### src/rtl/sim_mem_arbiter_if.sv
// Channel bundle for sim_mem_arbiter: icache refill, dcache miss-read and downstream memory ports.
// Stats outputs are present only when SIM_MEM_ARB_STATS_EN is defined.
interface sim_mem_arbiter_if #(
  parameter int ADDR_W  = 40,
  parameter int DATA_W  = 128,
  parameter int DC_ID_W = 4
);
  logic               ic_valid_i;
  logic [ADDR_W-1:0]  ic_addr_i;
  logic               ic_valid_o;
  logic [DATA_W-1:0]  ic_data_o;

  logic               dc_req_valid_i;
  logic               dc_req_ready_o;
  logic [ADDR_W-1:0]  dc_req_addr_i;
  logic [DC_ID_W-1:0] dc_req_id_i;
  logic               dc_resp_valid_o;
  logic               dc_resp_ready_i;
  logic [DATA_W-1:0]  dc_resp_data_o;
  logic [DC_ID_W-1:0] dc_resp_id_o;
  logic               dc_resp_last_o;

  logic               mem_req_valid_o;
  logic               mem_req_ready_i;
  logic [ADDR_W-1:0]  mem_req_addr_o;
  logic [DC_ID_W:0]   mem_req_id_o;
  logic               mem_resp_valid_i;
  logic               mem_resp_ready_o;
  logic [DATA_W-1:0]  mem_resp_data_i;
  logic [DC_ID_W:0]   mem_resp_id_i;
  logic               mem_resp_last_i;

`ifdef SIM_MEM_ARB_STATS_EN
  logic [31:0]        ic_grants_o;
  logic [31:0]        dc_grants_o;
  logic [31:0]        stall_cycles_o;
`endif

  // Arbiter side.
  modport master (
    input  ic_valid_i, ic_addr_i,
           dc_req_valid_i, dc_req_addr_i, dc_req_id_i, dc_resp_ready_i,
           mem_req_ready_i, mem_resp_valid_i, mem_resp_data_i, mem_resp_id_i, mem_resp_last_i,
    output ic_valid_o, ic_data_o,
           dc_req_ready_o, dc_resp_valid_o, dc_resp_data_o, dc_resp_id_o, dc_resp_last_o,
           mem_req_valid_o, mem_req_addr_o, mem_req_id_o, mem_resp_ready_o
`ifdef SIM_MEM_ARB_STATS_EN
    , output ic_grants_o, dc_grants_o, stall_cycles_o
`endif
  );

  // Cache/memory environment side.
  modport slave (
    output ic_valid_i, ic_addr_i,
           dc_req_valid_i, dc_req_addr_i, dc_req_id_i, dc_resp_ready_i,
           mem_req_ready_i, mem_resp_valid_i, mem_resp_data_i, mem_resp_id_i, mem_resp_last_i,
    input  ic_valid_o, ic_data_o,
           dc_req_ready_o, dc_resp_valid_o, dc_resp_data_o, dc_resp_id_o, dc_resp_last_o,
           mem_req_valid_o, mem_req_addr_o, mem_req_id_o, mem_resp_ready_o
`ifdef SIM_MEM_ARB_STATS_EN
    , input ic_grants_o, dc_grants_o, stall_cycles_o
`endif
  );
endinterface

### src/rtl/sim_mem_arbiter.sv
// Round-robin arbiter sharing one behavioural-memory channel between icache refills and dcache miss reads.
// Define SIM_MEM_ARB_STATS_EN to add saturating grant and stall counters.
module sim_mem_arbiter_chk (
  input logic tb_clk,
  input logic tb_rstn,
  input logic underflow
);
  // A last response with nothing outstanding means the memory model misbehaved.
  always @(posedge tb_clk) begin
    if (tb_rstn) begin
      assert (!underflow) else $error("sim_mem_arbiter: last response with no outstanding request");
    end
  end
endmodule

module sim_mem_arbiter #(
  parameter int ADDR_W          = 40,
  parameter int DATA_W          = 128,
  parameter int DC_ID_W         = 4,
  parameter int MAX_OUTSTANDING = 4
) (
  input logic               tb_clk,
  input logic               tb_rstn,
  sim_mem_arbiter_if.master bus
);
  localparam int         ID_W    = DC_ID_W + 1;
  localparam logic [3:0] MAX_CNT = 4'(MAX_OUTSTANDING);

  typedef enum logic [0:0] {IDLE = 1'b0, HOLD = 1'b1} state_t;

  state_t            state_r;
  logic              ic_pend_r;
  logic [ADDR_W-1:0] ic_addr_r;
  logic              last_ic_r;
  logic              hold_ic_r;
  logic              mem_req_valid_r;
  logic [ADDR_W-1:0] mem_req_addr_r;
  logic [ID_W-1:0]   mem_req_id_r;
  logic [3:0]        cnt_r;
  logic              ic_valid_r;
  logic [DATA_W-1:0] ic_data_r;

  logic room_s, ic_cand_s, dc_cand_s, grant_ic_s, grant_dc_s;
  logic resp_ic_s, resp_ready_s, req_hs_s, resp_last_hs_s, underflow_s;

  // Grant selection and handshake decode; last_ic_r=1 means the dcache side wins a tie.
  always_comb begin
    room_s    = (cnt_r < MAX_CNT);
    ic_cand_s = (state_r == IDLE) && ic_pend_r && room_s;
    dc_cand_s = (state_r == IDLE) && bus.dc_req_valid_i && room_s;
    if (ic_cand_s && dc_cand_s) begin
      grant_ic_s = ~last_ic_r;
      grant_dc_s = last_ic_r;
    end else begin
      grant_ic_s = ic_cand_s;
      grant_dc_s = dc_cand_s;
    end
    resp_ic_s      = bus.mem_resp_id_i[ID_W-1];
    resp_ready_s   = resp_ic_s ? 1'b1 : bus.dc_resp_ready_i;
    req_hs_s       = mem_req_valid_r && bus.mem_req_ready_i;
    resp_last_hs_s = bus.mem_resp_valid_i && resp_ready_s && bus.mem_resp_last_i;
    underflow_s    = resp_last_hs_s && !req_hs_s && (cnt_r == 4'd0);
  end

  // Request FSM: grant in IDLE, then hold the downstream request stable until accepted.
  always_ff @(posedge tb_clk or negedge tb_rstn) begin
    if (!tb_rstn) begin
      state_r         <= IDLE;
      mem_req_valid_r <= 1'b0;
      mem_req_addr_r  <= {ADDR_W{1'b0}};
      mem_req_id_r    <= {ID_W{1'b0}};
      hold_ic_r       <= 1'b0;
      last_ic_r       <= 1'b1;
    end else begin
      case (state_r)
        IDLE: begin
          if (grant_ic_s || grant_dc_s) begin
            state_r         <= HOLD;
            mem_req_valid_r <= 1'b1;
            hold_ic_r       <= grant_ic_s;
            mem_req_addr_r  <= grant_ic_s ? ic_addr_r : bus.dc_req_addr_i;
            mem_req_id_r    <= grant_ic_s ? {1'b1, {DC_ID_W{1'b0}}} : {1'b0, bus.dc_req_id_i};
          end
        end
        HOLD: begin
          if (bus.mem_req_ready_i) begin
            state_r         <= IDLE;
            mem_req_valid_r <= 1'b0;
            last_ic_r       <= hold_ic_r;
          end
        end
        default: begin
          state_r         <= IDLE;
          mem_req_valid_r <= 1'b0;
        end
      endcase
    end
  end

  // Icache skid register: a fresh pulse always wins, even over a same-cycle grant.
  always_ff @(posedge tb_clk or negedge tb_rstn) begin
    if (!tb_rstn) begin
      ic_pend_r <= 1'b0;
      ic_addr_r <= {ADDR_W{1'b0}};
    end else if (bus.ic_valid_i) begin
      ic_pend_r <= 1'b1;
      ic_addr_r <= bus.ic_addr_i;
    end else if (grant_ic_s) begin
      ic_pend_r <= 1'b0;
    end
  end

  // Outstanding count: simultaneous issue and retire cancel; never wraps below zero.
  always_ff @(posedge tb_clk or negedge tb_rstn) begin
    if (!tb_rstn) begin
      cnt_r <= 4'd0;
    end else if (req_hs_s && !resp_last_hs_s) begin
      cnt_r <= cnt_r + 4'd1;
    end else if (!req_hs_s && resp_last_hs_s && (cnt_r != 4'd0)) begin
      cnt_r <= cnt_r - 4'd1;
    end
  end

  // Icache response: only the last beat of a refill is forwarded, one cycle later.
  always_ff @(posedge tb_clk or negedge tb_rstn) begin
    if (!tb_rstn) begin
      ic_valid_r <= 1'b0;
      ic_data_r  <= {DATA_W{1'b0}};
    end else begin
      ic_valid_r <= resp_last_hs_s && resp_ic_s;
      if (resp_last_hs_s && resp_ic_s) begin
        ic_data_r <= bus.mem_resp_data_i;
      end
    end
  end

  assign bus.ic_valid_o       = ic_valid_r;
  assign bus.ic_data_o        = ic_data_r;
  assign bus.dc_req_ready_o   = tb_rstn && grant_dc_s;
  assign bus.dc_resp_valid_o  = tb_rstn && bus.mem_resp_valid_i && !resp_ic_s;
  assign bus.dc_resp_data_o   = tb_rstn ? bus.mem_resp_data_i : {DATA_W{1'b0}};
  assign bus.dc_resp_id_o     = tb_rstn ? bus.mem_resp_id_i[DC_ID_W-1:0] : {DC_ID_W{1'b0}};
  assign bus.dc_resp_last_o   = tb_rstn && bus.mem_resp_last_i;
  assign bus.mem_req_valid_o  = mem_req_valid_r;
  assign bus.mem_req_addr_o   = mem_req_addr_r;
  assign bus.mem_req_id_o     = mem_req_id_r;
  assign bus.mem_resp_ready_o = tb_rstn && resp_ready_s;

  sim_mem_arbiter_chk u_chk (
    .tb_clk    (tb_clk),
    .tb_rstn   (tb_rstn),
    .underflow (underflow_s)
  );

`ifdef SIM_MEM_ARB_STATS_EN
  logic [31:0] ic_grants_r;
  logic [31:0] dc_grants_r;
  logic [31:0] stall_cycles_r;

  function automatic logic [31:0] sat_inc(input logic [31:0] v);
    return (v == 32'hFFFF_FFFF) ? v : v + 32'd1;
  endfunction

  // Saturating grant and stall statistics.
  always_ff @(posedge tb_clk or negedge tb_rstn) begin
    if (!tb_rstn) begin
      ic_grants_r    <= 32'd0;
      dc_grants_r    <= 32'd0;
      stall_cycles_r <= 32'd0;
    end else begin
      if (req_hs_s && hold_ic_r) begin
        ic_grants_r <= sat_inc(ic_grants_r);
      end
      if (req_hs_s && !hold_ic_r) begin
        dc_grants_r <= sat_inc(dc_grants_r);
      end
      if ((state_r == HOLD) && !bus.mem_req_ready_i) begin
        stall_cycles_r <= sat_inc(stall_cycles_r);
      end
    end
  end

  assign bus.ic_grants_o    = ic_grants_r;
  assign bus.dc_grants_o    = dc_grants_r;
  assign bus.stall_cycles_o = stall_cycles_r;
`endif
endmodule
### src/flat_wrapper.sv
// flat-port wrapper written by rule: the top's interface ports become plain ports
module sim_mem_arbiter_flat 
#(
  parameter int ADDR_W          = 40,
  parameter int DATA_W          = 128,
  parameter int DC_ID_W         = 4,
  parameter int MAX_OUTSTANDING = 4
)
  (tb_clk, tb_rstn, bus_ic_valid_i, bus_ic_addr_i, bus_dc_req_valid_i, bus_dc_req_addr_i, bus_dc_req_id_i, bus_dc_resp_ready_i, bus_mem_req_ready_i, bus_mem_resp_valid_i, bus_mem_resp_data_i, bus_mem_resp_id_i, bus_mem_resp_last_i, bus_ic_valid_o, bus_ic_data_o, bus_dc_req_ready_o, bus_dc_resp_valid_o, bus_dc_resp_data_o, bus_dc_resp_id_o, bus_dc_resp_last_o, bus_mem_req_valid_o, bus_mem_req_addr_o, bus_mem_req_id_o, bus_mem_resp_ready_o);
  sim_mem_arbiter_if #(.ADDR_W(ADDR_W), .DATA_W(DATA_W), .DC_ID_W(DC_ID_W)) bus_i ();
  input logic tb_clk;
  input logic tb_rstn;
  input wire logic [$bits(bus_i.ic_valid_i)-1:0] bus_ic_valid_i;
  input wire logic [$bits(bus_i.ic_addr_i)-1:0] bus_ic_addr_i;
  input wire logic [$bits(bus_i.dc_req_valid_i)-1:0] bus_dc_req_valid_i;
  input wire logic [$bits(bus_i.dc_req_addr_i)-1:0] bus_dc_req_addr_i;
  input wire logic [$bits(bus_i.dc_req_id_i)-1:0] bus_dc_req_id_i;
  input wire logic [$bits(bus_i.dc_resp_ready_i)-1:0] bus_dc_resp_ready_i;
  input wire logic [$bits(bus_i.mem_req_ready_i)-1:0] bus_mem_req_ready_i;
  input wire logic [$bits(bus_i.mem_resp_valid_i)-1:0] bus_mem_resp_valid_i;
  input wire logic [$bits(bus_i.mem_resp_data_i)-1:0] bus_mem_resp_data_i;
  input wire logic [$bits(bus_i.mem_resp_id_i)-1:0] bus_mem_resp_id_i;
  input wire logic [$bits(bus_i.mem_resp_last_i)-1:0] bus_mem_resp_last_i;
  output wire logic [$bits(bus_i.ic_valid_o)-1:0] bus_ic_valid_o;
  output wire logic [$bits(bus_i.ic_data_o)-1:0] bus_ic_data_o;
  output wire logic [$bits(bus_i.dc_req_ready_o)-1:0] bus_dc_req_ready_o;
  output wire logic [$bits(bus_i.dc_resp_valid_o)-1:0] bus_dc_resp_valid_o;
  output wire logic [$bits(bus_i.dc_resp_data_o)-1:0] bus_dc_resp_data_o;
  output wire logic [$bits(bus_i.dc_resp_id_o)-1:0] bus_dc_resp_id_o;
  output wire logic [$bits(bus_i.dc_resp_last_o)-1:0] bus_dc_resp_last_o;
  output wire logic [$bits(bus_i.mem_req_valid_o)-1:0] bus_mem_req_valid_o;
  output wire logic [$bits(bus_i.mem_req_addr_o)-1:0] bus_mem_req_addr_o;
  output wire logic [$bits(bus_i.mem_req_id_o)-1:0] bus_mem_req_id_o;
  output wire logic [$bits(bus_i.mem_resp_ready_o)-1:0] bus_mem_resp_ready_o;
  assign bus_i.ic_valid_i = bus_ic_valid_i;
  assign bus_i.ic_addr_i = bus_ic_addr_i;
  assign bus_i.dc_req_valid_i = bus_dc_req_valid_i;
  assign bus_i.dc_req_addr_i = bus_dc_req_addr_i;
  assign bus_i.dc_req_id_i = bus_dc_req_id_i;
  assign bus_i.dc_resp_ready_i = bus_dc_resp_ready_i;
  assign bus_i.mem_req_ready_i = bus_mem_req_ready_i;
  assign bus_i.mem_resp_valid_i = bus_mem_resp_valid_i;
  assign bus_i.mem_resp_data_i = bus_mem_resp_data_i;
  assign bus_i.mem_resp_id_i = bus_mem_resp_id_i;
  assign bus_i.mem_resp_last_i = bus_mem_resp_last_i;
  assign bus_ic_valid_o = bus_i.ic_valid_o;
  assign bus_ic_data_o = bus_i.ic_data_o;
  assign bus_dc_req_ready_o = bus_i.dc_req_ready_o;
  assign bus_dc_resp_valid_o = bus_i.dc_resp_valid_o;
  assign bus_dc_resp_data_o = bus_i.dc_resp_data_o;
  assign bus_dc_resp_id_o = bus_i.dc_resp_id_o;
  assign bus_dc_resp_last_o = bus_i.dc_resp_last_o;
  assign bus_mem_req_valid_o = bus_i.mem_req_valid_o;
  assign bus_mem_req_addr_o = bus_i.mem_req_addr_o;
  assign bus_mem_req_id_o = bus_i.mem_req_id_o;
  assign bus_mem_resp_ready_o = bus_i.mem_resp_ready_o;
  sim_mem_arbiter #(.ADDR_W(ADDR_W), .DATA_W(DATA_W), .DC_ID_W(DC_ID_W), .MAX_OUTSTANDING(MAX_OUTSTANDING)) u_core (.tb_clk(tb_clk), .tb_rstn(tb_rstn), .bus(bus_i));
endmodule
### config.mk
export PLATFORM = sky130hd
export DESIGN_NAME = sim_mem_arbiter_flat
export DESIGN_NICKNAME = d
export VERILOG_FILES = /design/src/rtl/sim_mem_arbiter_if.sv /design/src/rtl/sim_mem_arbiter.sv /design/src/flat_wrapper.sv
export SDC_FILE = /design/constraint.sdc
export NUM_CORES = 1
export LEC_CHECK = 0
export ABC_AREA = 1
export BUFFER_PORTS_ARGS = -buffer_cell sky130_fd_sc_hd__buf_2
export CAP_MARGIN = 20
export CORE_AREA = 2 2 209 211
export CTS_BUF_LIST = sky130_fd_sc_hd__clkbuf_4 sky130_fd_sc_hd__clkbuf_8 sky130_fd_sc_hd__clkbuf_16
export DETAILED_ROUTE_END_ITERATION = 10
export DIE_AREA = 0 0 211 213
export HOLD_SLACK_MARGIN = 0.15
export PLACE_DENSITY = 0.53
export RECOVER_POWER = 100
export SYNTH_ARGS = -nofsm -noshare
export SYNTH_HDL_FRONTEND = slang
export SYNTH_SLANG_ARGS = --single-unit
### constraint.sdc
create_clock -name tb_clk -period 2.7 [get_ports tb_clk]
set_input_delay 0.27 -clock tb_clk [delete_from_list [all_inputs] [get_ports tb_clk]]
set_output_delay 0.27 -clock tb_clk [all_outputs]
set_load 0.03 [all_outputs]
==> results_dict.tcl <==
set metrics [dict create \
    drtIter0Drc 703 \
    synth_edf_count 0 \
    postSynthCellCount 1350 \
    avgSynthCellArea_um2 7.521 \
    cts.repair.resized 0 \
    rows 76 \
    core-area_um2 42700 \
    total_leakage_power_nw 8.917 \
    p_int_w 0.007544 \
    cts_tree "built" \
    drc 0 \
    startpoint_type "input pin" \
    insertion_delay_ns 0.54 \
    grt_max_degree 129 \
    hpwl_um 25160 \
    synth_flop_cell "dfrtp_1" \
    maxCapViolations 4 \
    synth_top_area_frac 0.5447 \
    yosys.cell_count.top_type "nand2_1" \
    gp_congestion 0.8414 \
    outcome "finished with violations" \
    cts_setup_buffers 0 \
    end_kind "output port" \
    nNetsFinal 2303 \
    post_drt_wl_per_cell_um 14.13 \
    worst_slew_pin_slew_ns 2.363 \
    hold_path_class "in -> async" \
    fin_tns_setup_ns 0 \
    ys_seq_elements 222 \
    die_y_um 213 \
    peakVddDrop_mv 0.5391 \
    initial_core_util 0.2378 \
    yosysSeqAreaShare 0.5473 \
    die-area_um2 44940 \
    io_buffers 535 \
    synthDistinctLibCells 24 \
    grt_pass1_vias 10810 \
    fin_crit_ns 2.455 \
    viasPerCell 4.158 \
    pwr-share-comb 0.374 \
    io_pins 536 \
    clock.fmax_ghz 0.4073 \
    p_sw_frac 0.4104 \
    setup_viol 0 \
    cts_buffer_depth 3 \
    drive_above_1_share 0.1364 \
    critPathKind "in -> out" \
    cts.sinks 222 \
    crit_required_ns 2.43 \
    cp_data_arrival_time_ns 2.18 \
    htreeDepth 1 \
    p_clk_frac 0.275 \
    vias 10970 \
    n_fill_cell 4522 \
    period_share 0.9092 \
    clkTransAtPathRegs_ns 0.05 \
    synth_area_um2 10150 \
    syn_nets 1578 \
    final_util 0.3727 \
    drt_first_pass_iters 5 \
    drt-total-wl_um 37300 \
    synth_area_leaders "dfrtp_1 (54%), nand2_1 (26%), inv_1 (7.0%)" \
    powerDensity_nw_per_um2 804.1 \
    grt_pass1_wl_um 56100 \
    crit_fanout 70 \
    hold_viol 0 \
    drtAntennaViolNets 0 \
    p_seq_frac 0.351 \
    dieWidth_um 211 \
    antenna_found_initial 3 \
    ys_warn_count 0 \
    async_flop_share 1.000 \
    violations "max-capacitance violations, max-slew violations" \
    p_sw_w 0.005252 \
    slew_headroom -0.5752 \
    drv_slew 302 \
    gr-total-overflow 0 \
    synthTopCellsByCount "nand2_1 (703), dfrtp_1 (221), inv_1 (188)" \
    grt_setup_unrepaired "no" \
    cts_made_buffers 26 \
    finClkSkew_ns 0.01774 \
    cts_root_buffer "clkbuf_16" \
    postCtsHoldBufs 218 \
    synthToLayoutAreaGrowth_pct 56.72 \
    grt_usage 0.1556 \
    yosys.area.top_type "dfrtp_1" \
]
routing by layer:
metal	track usage	wire (um)	vias to the layer above
li1	-	-	5430
met1	0.1832	15080	5058
met2	0.2700	18400	395
met3	0.03456	2375	87
met4	0.07237	1436	2
met5	0	13	-
placed cells by master (no fill, tap or decap), drive strengths merged:
cell type    count
nand4            1
clkinv           3
bufinv           2
nand3           57
clkinvlp         1
fa               1
inv            188
nand2          706
dfstp            1
ha               2
a21oi            1
o21ai           80
xor2             1
buf            225
dfrtp          221
diode            3
o211ai           1
clkbuf         367
nor2             9
dlygate4sd3    218
a21o             1
or2              4
critical path, stage by stage:
cell and delay (ns):
dlygate4sd3_1 0.56, buf_8 0.33, buf_12 0.35, nand2_1 0.13, inv_1 0.07, clkbuf_1 0.33
layout make-up:
| cell class | count | area (um2) | share of cell area |
|---|---|---|---|
| Antenna cell | 3 | 7.507 | 0.0004718 |
| Clock inverter | 5 | 75.07 | 0.004718 |
| Timing Repair Buffer | 772 | 4593 | 0.2886 |
| Tap cell | 546 | 683.2 | 0.04293 |
| Clock buffer | 38 | 777.0 | 0.04883 |
| Sequential cell | 222 | 5557 | 0.3492 |
| Multi-Input combinational cell | 864 | 3510 | 0.2206 |
| Inverter | 189 | 710.7 | 0.04466 |
power by group through the flow:
stage	combinational (W)	clock (W)	sequential (W)
2_1_floorplan	0.00205	0	0.00569
3_3_place_gp	0.00475	0	0.00450
3_5_place_dp	0.00481	0	0.00452
4_1_cts	0.00506	0.00364	0.00448
5_1_grt	0.00528	0.00376	0.00457
6_report	0.00479	0.00352	0.00449
registers in the layout, summed over array words and instances, names as in the netlist:
signal / cells
u_core.bus.mem_req_id_o: 5
u_core.ic_addr_r: 40
u_core.cnt_r: 4
u_core.ic_pend_r: 1
u_core.bus.mem_req_addr_o: 40
u_core.bus.ic_data_o: 128
u_core.bus.ic_valid_o: 1
u_core.bus.mem_req_valid_o: 1
u_core.last_ic_r: 1
u_core.state_r: 1
cell families after synthesis:
logic type,share of synthesized area
flops,0.5473
simple gates,0.2983
compound gates,0.04140
buf+inv,0.1077
fa+ha+maj,0.004436
xor+xnor,0.0008628
final timing paths:
check	start	to	slack (ns)	cells past startpoint
setup / recovery	tb_rstn	bus_dc_resp_data_o[74]	0.25	6
hold / removal	tb_rstn	u_core.bus.ic_data_o[105]	0.23	2
setup reg to reg	u_core.cnt_r[3]	u_core.bus.mem_req_addr_o[0]	0.40	8
hold reg to reg	u_core.bus.ic_data_o[28]	u_core.bus.ic_data_o[28]	0.47	2
max in group asynchronous	tb_rstn	u_core.bus.mem_req_addr_o[23]	0.56	3
min in group tb_clk	bus_dc_req_valid_i	u_core.state_r	0.30	5
per-stage QoR:
stage / worst slack [ns] / cells / instance area, um2 / hold slack [ns] / power, W
after floorplan: 0.9491 / 1350 / 10150 / -0.02559 / 0.007745
after global placement: 0.7967 / 2375 / 13350 / 0.2390 / 0.009255
after detailed placement: 0.8068 / 2375 / 13350 / 0.2413 / 0.009327
after CTS: 0.3774 / 2636 / 16390 / 0.2388 / 0.01318
after global routing: 0.1360 / 2638 / 15910 / 0.2396 / 0.01361
final: 0.2451 / 2639 / 15910 / 0.2265 / 0.01280
No activity file was read; power rests on OpenSTA's default activity.
